--- src/rtl/store_buffer_pkg.sv ---
// Shared types and helpers for the committed-store buffer.
package store_buffer_pkg;

  localparam int SB_DEPTH = 4;

  // One pending store: word address, lane-aligned data, byte write enables.
  typedef struct packed {
    logic [29:0] waddr;
    logic [31:0] data;
    logic [3:0]  wen;
  } SBEntry;

  // Overlay the enabled byte lanes of newData onto oldData.
  function automatic logic [31:0] mergeBytes(input logic [31:0] oldData,
                                             input logic [31:0] newData,
                                             input logic [3:0]  wen);
    logic [31:0] merged;
    merged = oldData;
    for (int i = 0; i < 4; i++) begin
      if (wen[i]) merged[8*i +: 8] = newData[8*i +: 8];
    end
    return merged;
  endfunction

endpackage

--- src/rtl/store_buffer_if.sv ---
// Store-buffer bundle: enqueue from EXE, load probe, D-cache drain, status.
// master = pipeline/cache side, slave = the buffer itself.
interface store_buffer_if
  import store_buffer_pkg::*;
#(
  parameter int DEPTH = SB_DEPTH
);
  localparam int CNT_W = $clog2(DEPTH + 1);

  logic             enq_valid;
  logic [31:0]      enq_addr;
  logic [31:0]      enq_data;
  logic [3:0]       enq_wen;
  logic             enq_ready;

  logic             ld_valid;
  logic [31:0]      ld_addr;
  logic             ld_conflict;

  logic             dc_req;
  logic [31:0]      dc_addr;
  logic [31:0]      dc_wdata;
  logic [3:0]       dc_wstrb;
  logic             dc_ack;

  logic             sb_empty;
  logic [CNT_W-1:0] sb_count;

  modport master (
    output enq_valid, enq_addr, enq_data, enq_wen, ld_valid, ld_addr, dc_ack,
    input  enq_ready, ld_conflict, dc_req, dc_addr, dc_wdata, dc_wstrb,
           sb_empty, sb_count
  );

  modport slave (
    input  enq_valid, enq_addr, enq_data, enq_wen, ld_valid, ld_addr, dc_ack,
    output enq_ready, ld_conflict, dc_req, dc_addr, dc_wdata, dc_wstrb,
           sb_empty, sb_count
  );

endinterface

--- src/rtl/store_buffer.sv ---
// Committed-store buffer: circular FIFO of stores draining to the D-cache,
// merging back-to-back stores to the same word and flagging load hits.
module store_buffer
  import store_buffer_pkg::*;
#(
  parameter int DEPTH = SB_DEPTH
) (
  input  logic           clk,
  input  logic           resetn,
  store_buffer_if.slave  sb
);

  localparam int PTR_W = $clog2(DEPTH);
  localparam int CNT_W = $clog2(DEPTH + 1);
  localparam logic [CNT_W-1:0] FULL_CNT = CNT_W'(DEPTH);

  // Register array rather than RAM: every entry is read in parallel by the load probe.
  SBEntry           entries [DEPTH];
  logic [PTR_W-1:0] headPtr;
  logic [PTR_W-1:0] tailPtr;
  logic [PTR_W-1:0] newestPtr;
  logic [CNT_W-1:0] count;

  SBEntry           headEntry;
  SBEntry           newestEntry;
  logic             dcReq;
  logic             deqFire;
  logic             mergeOk;
  logic             enqReady;
  logic             enqFire;
  logic             doMerge;
  logic             doPush;
  logic             ldHit;
  logic [PTR_W-1:0] relIdx;
  logic [3:0]       unusedAddrBits;

  assign unusedAddrBits = {sb.enq_addr[1:0], sb.ld_addr[1:0]};

  // Enqueue / merge / dequeue decisions from registered state and current inputs.
  always_comb begin
    newestPtr   = tailPtr - PTR_W'(1);
    headEntry   = entries[headPtr];
    newestEntry = entries[newestPtr];
    dcReq       = (count != '0);
    deqFire     = dcReq && sb.dc_ack;
    // The in-flight head is never touched; with one entry it is the head.
    mergeOk     = ((count >= CNT_W'(2)) || ((count == CNT_W'(1)) && !dcReq))
                  && (newestEntry.waddr == sb.enq_addr[31:2])
                  && !(deqFire && (newestPtr == headPtr));
    // A retire in the same cycle does not free a slot for the incoming store.
    enqReady    = (count < FULL_CNT) || mergeOk;
    enqFire     = sb.enq_valid && enqReady && (sb.enq_wen != 4'b0000);
    doMerge     = enqFire && mergeOk;
    doPush      = enqFire && !mergeOk;
  end

  // Load probe: word match against every valid registered entry.
  always_comb begin
    ldHit  = 1'b0;
    relIdx = '0;
    for (int i = 0; i < DEPTH; i++) begin
      relIdx = PTR_W'(i) - headPtr;
      if ((CNT_W'(relIdx) < count) && (entries[i].waddr == sb.ld_addr[31:2])) begin
        ldHit = 1'b1;
      end
    end
  end

  // Output drive; head fields read as zero while the buffer is empty.
  always_comb begin
    sb.enq_ready   = enqReady;
    sb.ld_conflict = sb.ld_valid && ldHit;
    sb.dc_req      = dcReq;
    sb.dc_addr     = dcReq ? {headEntry.waddr, 2'b00} : 32'h0;
    sb.dc_wdata    = dcReq ? headEntry.data : 32'h0;
    sb.dc_wstrb    = dcReq ? headEntry.wen : 4'b0000;
    sb.sb_empty    = (count == '0);
    sb.sb_count    = count;
  end

  // FIFO storage, pointers and occupancy.
  always_ff @(posedge clk or negedge resetn) begin
    if (!resetn) begin
      headPtr <= '0;
      tailPtr <= '0;
      count   <= '0;
      for (int i = 0; i < DEPTH; i++) entries[i] <= '0;
    end else begin
      if (doPush) begin
        entries[tailPtr] <= '{waddr: sb.enq_addr[31:2], data: sb.enq_data, wen: sb.enq_wen};
        tailPtr          <= tailPtr + PTR_W'(1);
      end
      if (doMerge) begin
        entries[newestPtr].wen  <= newestEntry.wen | sb.enq_wen;
        entries[newestPtr].data <= mergeBytes(newestEntry.data, sb.enq_data, sb.enq_wen);
      end
      if (deqFire) headPtr <= headPtr + PTR_W'(1);
      case ({doPush, deqFire})
        2'b10:   count <= count + CNT_W'(1);
        2'b01:   count <= count - CNT_W'(1);
        default: count <= count;
      endcase
    end
  end

endmodule
--- src/flat_wrapper.sv ---
// flat-port wrapper written by rule: the top's interface ports become plain ports
module store_buffer_flat import store_buffer_pkg::*;
#(
  parameter int DEPTH = SB_DEPTH
)
  (clk, resetn, sb_enq_valid, sb_enq_addr, sb_enq_data, sb_enq_wen, sb_ld_valid, sb_ld_addr, sb_dc_ack, sb_enq_ready, sb_ld_conflict, sb_dc_req, sb_dc_addr, sb_dc_wdata, sb_dc_wstrb, sb_sb_empty, sb_sb_count);
  store_buffer_if #(.DEPTH(DEPTH)) sb_i ();
  input  logic clk;
  input  logic resetn;
  input wire logic [$bits(sb_i.enq_valid)-1:0] sb_enq_valid;
  input wire logic [$bits(sb_i.enq_addr)-1:0] sb_enq_addr;
  input wire logic [$bits(sb_i.enq_data)-1:0] sb_enq_data;
  input wire logic [$bits(sb_i.enq_wen)-1:0] sb_enq_wen;
  input wire logic [$bits(sb_i.ld_valid)-1:0] sb_ld_valid;
  input wire logic [$bits(sb_i.ld_addr)-1:0] sb_ld_addr;
  input wire logic [$bits(sb_i.dc_ack)-1:0] sb_dc_ack;
  output wire logic [$bits(sb_i.enq_ready)-1:0] sb_enq_ready;
  output wire logic [$bits(sb_i.ld_conflict)-1:0] sb_ld_conflict;
  output wire logic [$bits(sb_i.dc_req)-1:0] sb_dc_req;
  output wire logic [$bits(sb_i.dc_addr)-1:0] sb_dc_addr;
  output wire logic [$bits(sb_i.dc_wdata)-1:0] sb_dc_wdata;
  output wire logic [$bits(sb_i.dc_wstrb)-1:0] sb_dc_wstrb;
  output wire logic [$bits(sb_i.sb_empty)-1:0] sb_sb_empty;
  output wire logic [$bits(sb_i.sb_count)-1:0] sb_sb_count;
  assign sb_i.enq_valid = sb_enq_valid;
  assign sb_i.enq_addr = sb_enq_addr;
  assign sb_i.enq_data = sb_enq_data;
  assign sb_i.enq_wen = sb_enq_wen;
  assign sb_i.ld_valid = sb_ld_valid;
  assign sb_i.ld_addr = sb_ld_addr;
  assign sb_i.dc_ack = sb_dc_ack;
  assign sb_enq_ready = sb_i.enq_ready;
  assign sb_ld_conflict = sb_i.ld_conflict;
  assign sb_dc_req = sb_i.dc_req;
  assign sb_dc_addr = sb_i.dc_addr;
  assign sb_dc_wdata = sb_i.dc_wdata;
  assign sb_dc_wstrb = sb_i.dc_wstrb;
  assign sb_sb_empty = sb_i.sb_empty;
  assign sb_sb_count = sb_i.sb_count;
  store_buffer #(.DEPTH(DEPTH)) u_core (.clk(clk), .resetn(resetn), .sb(sb_i));
endmodule
--- config.mk ---
export PLATFORM = sky130hd
export DESIGN_NAME = store_buffer_flat
export DESIGN_NICKNAME = d
export VERILOG_FILES = /design/src/rtl/store_buffer_pkg.sv /design/src/rtl/store_buffer_if.sv /design/src/rtl/store_buffer.sv /design/src/flat_wrapper.sv
export SDC_FILE = /design/constraint.sdc
export NUM_CORES = 1
export LEC_CHECK = 0
export CAP_MARGIN = 15
export CELL_PAD_IN_SITES_DETAIL_PLACEMENT = 0
export CELL_PAD_IN_SITES_GLOBAL_PLACEMENT = 2
export CORE_MARGIN = 2
export CORE_UTILIZATION = 35
export CTS_BUF_LIST = sky130_fd_sc_hd__clkbuf_2
export DETAILED_ROUTE_END_ITERATION = 16
export PLACE_DENSITY_LB_ADDON = 0.15
export SLEW_MARGIN = 20
export SYNTH_ARGS = -nofsm -noshare
export SYNTH_HDL_FRONTEND = slang
export SYNTH_SLANG_ARGS = --single-unit
--- constraint.sdc ---
create_clock -name clk -period 5.6 [get_ports clk]
set_input_delay 1.12 -clock clk [delete_from_list [all_inputs] [get_ports clk]]
set_output_delay 1.12 -clock clk [all_outputs]
set_load 0.02 [all_outputs]
==> impl_metrics.csv <==
group,metric,value,unit
timing,slew_violations,0,
routing,final_antenna_net_count,0,
yosys,synth_ff_type,"dfrtp_1",
routing,drtIter0Drc,990,
timing,setup_tns,0,ps
critical_path,worstPathArrival,4220,ps
worst_hold_path,worstHoldPathCells,1,
place,gp_congestion,0.866,
worst_hold_path,holdCritPathClass,"flop to flop",
yosys,synth_async_sr_flop_share,1.00,
place,dpl-instance-area,19000,um^2
power_and_ir_drop,p_int,0.00780,W
yosys,synth_edf_count,0,
critical_path,slowest_stage,"dfrtp_4",
yosys,syn_area,16800,um^2
layout,nFillCells,4551,
yosys,syn_avg_cell_area,12.4,um^2
routing,drtPass1Iterations,5,
global_route,grt_pass1_vias,13468,
worst_hold_path,min_from,"u_core.entries[8]",
yosys,synthTopCellsByCount,"dfrtp_1 (271), nor2_1 (136), a221o_1 (128), mux4_2 (126), mux2_2 (118)",
power_and_ir_drop,power_frac_seq,0.295,
global_route,grt_pass1_wl,89600,um
clocking,clock_sinks,271,
routing,vias,12789,
critical_path,end_kind,"output pin",
floorplanning,die_h,223,um
routing,wl,59700,um
yosys,synth.top_cells.by_area,"dfrtp_1 (40%), mux4_2 (17%), mux2_2 (7.9%)",
floorplanning,core_area,47500,um^2
yosys,synth_cells,1357,
floorplanning,io_pins,180,
layout,area_delta_synth_final,18.3,%
power_and_ir_drop,cellLeakagePower,7.99,nW
yosys,synth_top_family_by_area,"multiplexers",
clocking,htreeDepth,3,
timing,skew,99.6,ps
floorplanning,floorplan.rows,80,
floorplanning,start_util,0.354,
timing,max_slew_margin,0.359,
floorplanning,die_w,223,um
power_and_ir_drop,switchingPower,0.00580,W
clocking,cts_tree,"done",
critical_path,worst_ep_required_time,4480,ps
yosys,ys_seq_elements,271,
timing,worstMarginPinSlew,960,ps
global_route,grt_max_degree,107,
timing,rsz0062_at_grt,"no",
critical_path,r2r_end,"u_core.entries[137]",
global_route,antenna_found_initial,4,
power_and_ir_drop,p_sw_frac,0.427,
critical_path,crit_start,"u_core.headPtr[0]",
run_status,status,"complete, no violations",
global_route,gr-total-overflow,0,
yosys,ys_seq_area_frac,0.403,
timing,fin_crit_sh,0.954,
power_and_ir_drop,clock_power_share,0.116,
floorplanning,die_area,49800,um^2
timing,hold_viol,0,
yosys,synth-simple-area-share,0.0937,
layout,nNetsFinal,1658,
yosys,yosys.cell_types.count,50,
power_and_ir_drop,p_comb_frac,0.589,
routing,vias_per_cell,5.78,
yosys,synth_top_area_cell,"dfrtp_1",
clocking,cts_buffers,81,
critical_path,r2r_cells,12,
power_and_ir_drop,power.total,0.0136,W
timing,finalSetupViolCount,0,
critical_path,crit_path_max_fanout,38,
critical_path,critPathMaxStageDelay,920,ps
routing,drt-wirelength-per-cell,27.0,um
yosys,synth.area.mux_share,0.268,
power_and_ir_drop,cellPowerDensity,684,nW/um^2
routing,drcViolationCount,0,
power_and_ir_drop,ir_drop,0.285,mV
clocking,clock_path_buffers,3,
place,io_buffers,173,
place,place_hpwl,38100,um
yosys,yosysWarnings,0,
clocking,cts-root-buf,"clkbuf_2",
layout,seq_area,6790,um^2
clocking,path_clk_slew,100,ps
critical_path,worst-setup-path-type,"flop to output pin",
timing,fmax,187,MHz
critical_path,worstReg2RegStart,"u_core.tailPtr[0]",
critical_path,crit_end,"sb_ld_conflict",
yosys,synth_compound_area_frac,0.102,
critical_path,worstPathCellList,"xor2_1 > inv_1 > ha_1 > a21oi_1 > o2111ai_1 > nor4_1 > o41a_1 > clkdlybuf4s50_1",
critical_path,reg2reg_slack,1030,ps
global_route,grt_usage,0.242,
yosys,yosysMostFrequentCell,"dfrtp_1",
layout,multi_input_area,9410,um^2
clocking,worst_skew_pair.late_latency,1070,ps
job,maxCapViolCount,0,
yosys,synth_xor_area_frac,0.0807,
layout,fin_util,0.418,
layout,postLayoutCellArea,19900,um^2
timing,min_period,5340,ps
yosys,synth_fa_ha_area_frac,0.0112,
layout,drive_gt1_frac,0.274,
yosys,yosysTopAreaCellShare,0.403,
critical_path,worstSetupStartpointType,"flop",
## layout make-up
type,count,area share
Inverter,13,0.00245
Clock inverter,20,0.00717
Timing Repair Buffer,212,0.107
Sequential cell,271,0.341
Antenna cell,8,0.00101
Tap cell,615,0.0387
Clock buffer,116,0.0292
Multi-Input combinational cell,959,0.473
## cells in the final DEF, fill, tap and decap left out, drive strengths merged, types with 4 or more instances in the layout
cell type,instances
clkdlybuf4s50,171
xnor2,102
xor2,53
o21ai,13
ha,15
clkbuf,116
dfrtp,271
a221o,128
o2111ai,4
clkinv,15
mux4,126
nor4,18
mux2,118
diode,8
nor2b,4
o221ai,8
a21oi,8
inv,15
nand2,58
o21bai,8
buf,38
nor2,136
nand3,6
nand4,25
mux2i,34
and2,69
## metal layers
layer	share of wire	GRT usage
met1	0.43	0.317
met2	0.50	0.406
met3	0.057	0.0537
met4	0.020	0.0652
met5	0.00027	0
## critical path: cells and delay by family, from the launching register on
family,cells,cell delay (ps)
adder cells (fa/ha/maj),1,270
AO/OA/AOI/OAI,3,660
flip-flops,1,920
XOR/XNOR,1,240
AND/OR/NAND/NOR,1,360
buffers and inverters,2,690
## worst min path at each step
stage,endpoint,slack [ps]
2_1_floorplan,u_core.entries[100],490
4_1_cts,u_core.entries[74],530
3_5_place_dp,u_core.entries[89],520
6_report,u_core.entries[8],540
3_3_place_gp,u_core.entries[162],510
5_1_grt,asynchronous set/reset pin,560
## stage by stage
step                      instances  hold WS [ps]  setup slack [ps]
after detailed placement       2063           519               483
after CTS                      2206           531              75.9
after floorplan                1358           490              1140
final                          2214           540               257
after global placement         2063           509               444
after global routing           2211           556             0.993
## logic make-up after synthesis
kind of cell,Yosys count
buf+inv,128
xor+xnor,155
flops,271
mux,278
simple gates,323
other cells,1
fa+ha+maj,15
compound gates,186
## repair_timing
| action | CTS | global route |
|---|---|---|
| pin swaps | 1 | 1 |
| hold buffers | 1 | 0 |
| buffers inserted | 5 | 0 |
| gates cloned | 1 | 0 |
| setup endpoints to repair | 1 | 2 |
| hold endpoints to repair | 58 | 0 |
| gates resized for setup | 4 | 7 |
## power groups by stage
stage | Clock [W] | Sequential [W] | Combinational, W
floorplan | 0 | 0.00355 | 0.00550
global placement | 0 | 0.00398 | 0.00786
detailed placement | 0 | 0.00401 | 0.00790
CTS | 0.00164 | 0.00399 | 0.00808
global route | 0.00175 | 0.00416 | 0.00851
finish | 0.00158 | 0.00401 | 0.00801
(Power assumes the default switching activity.)
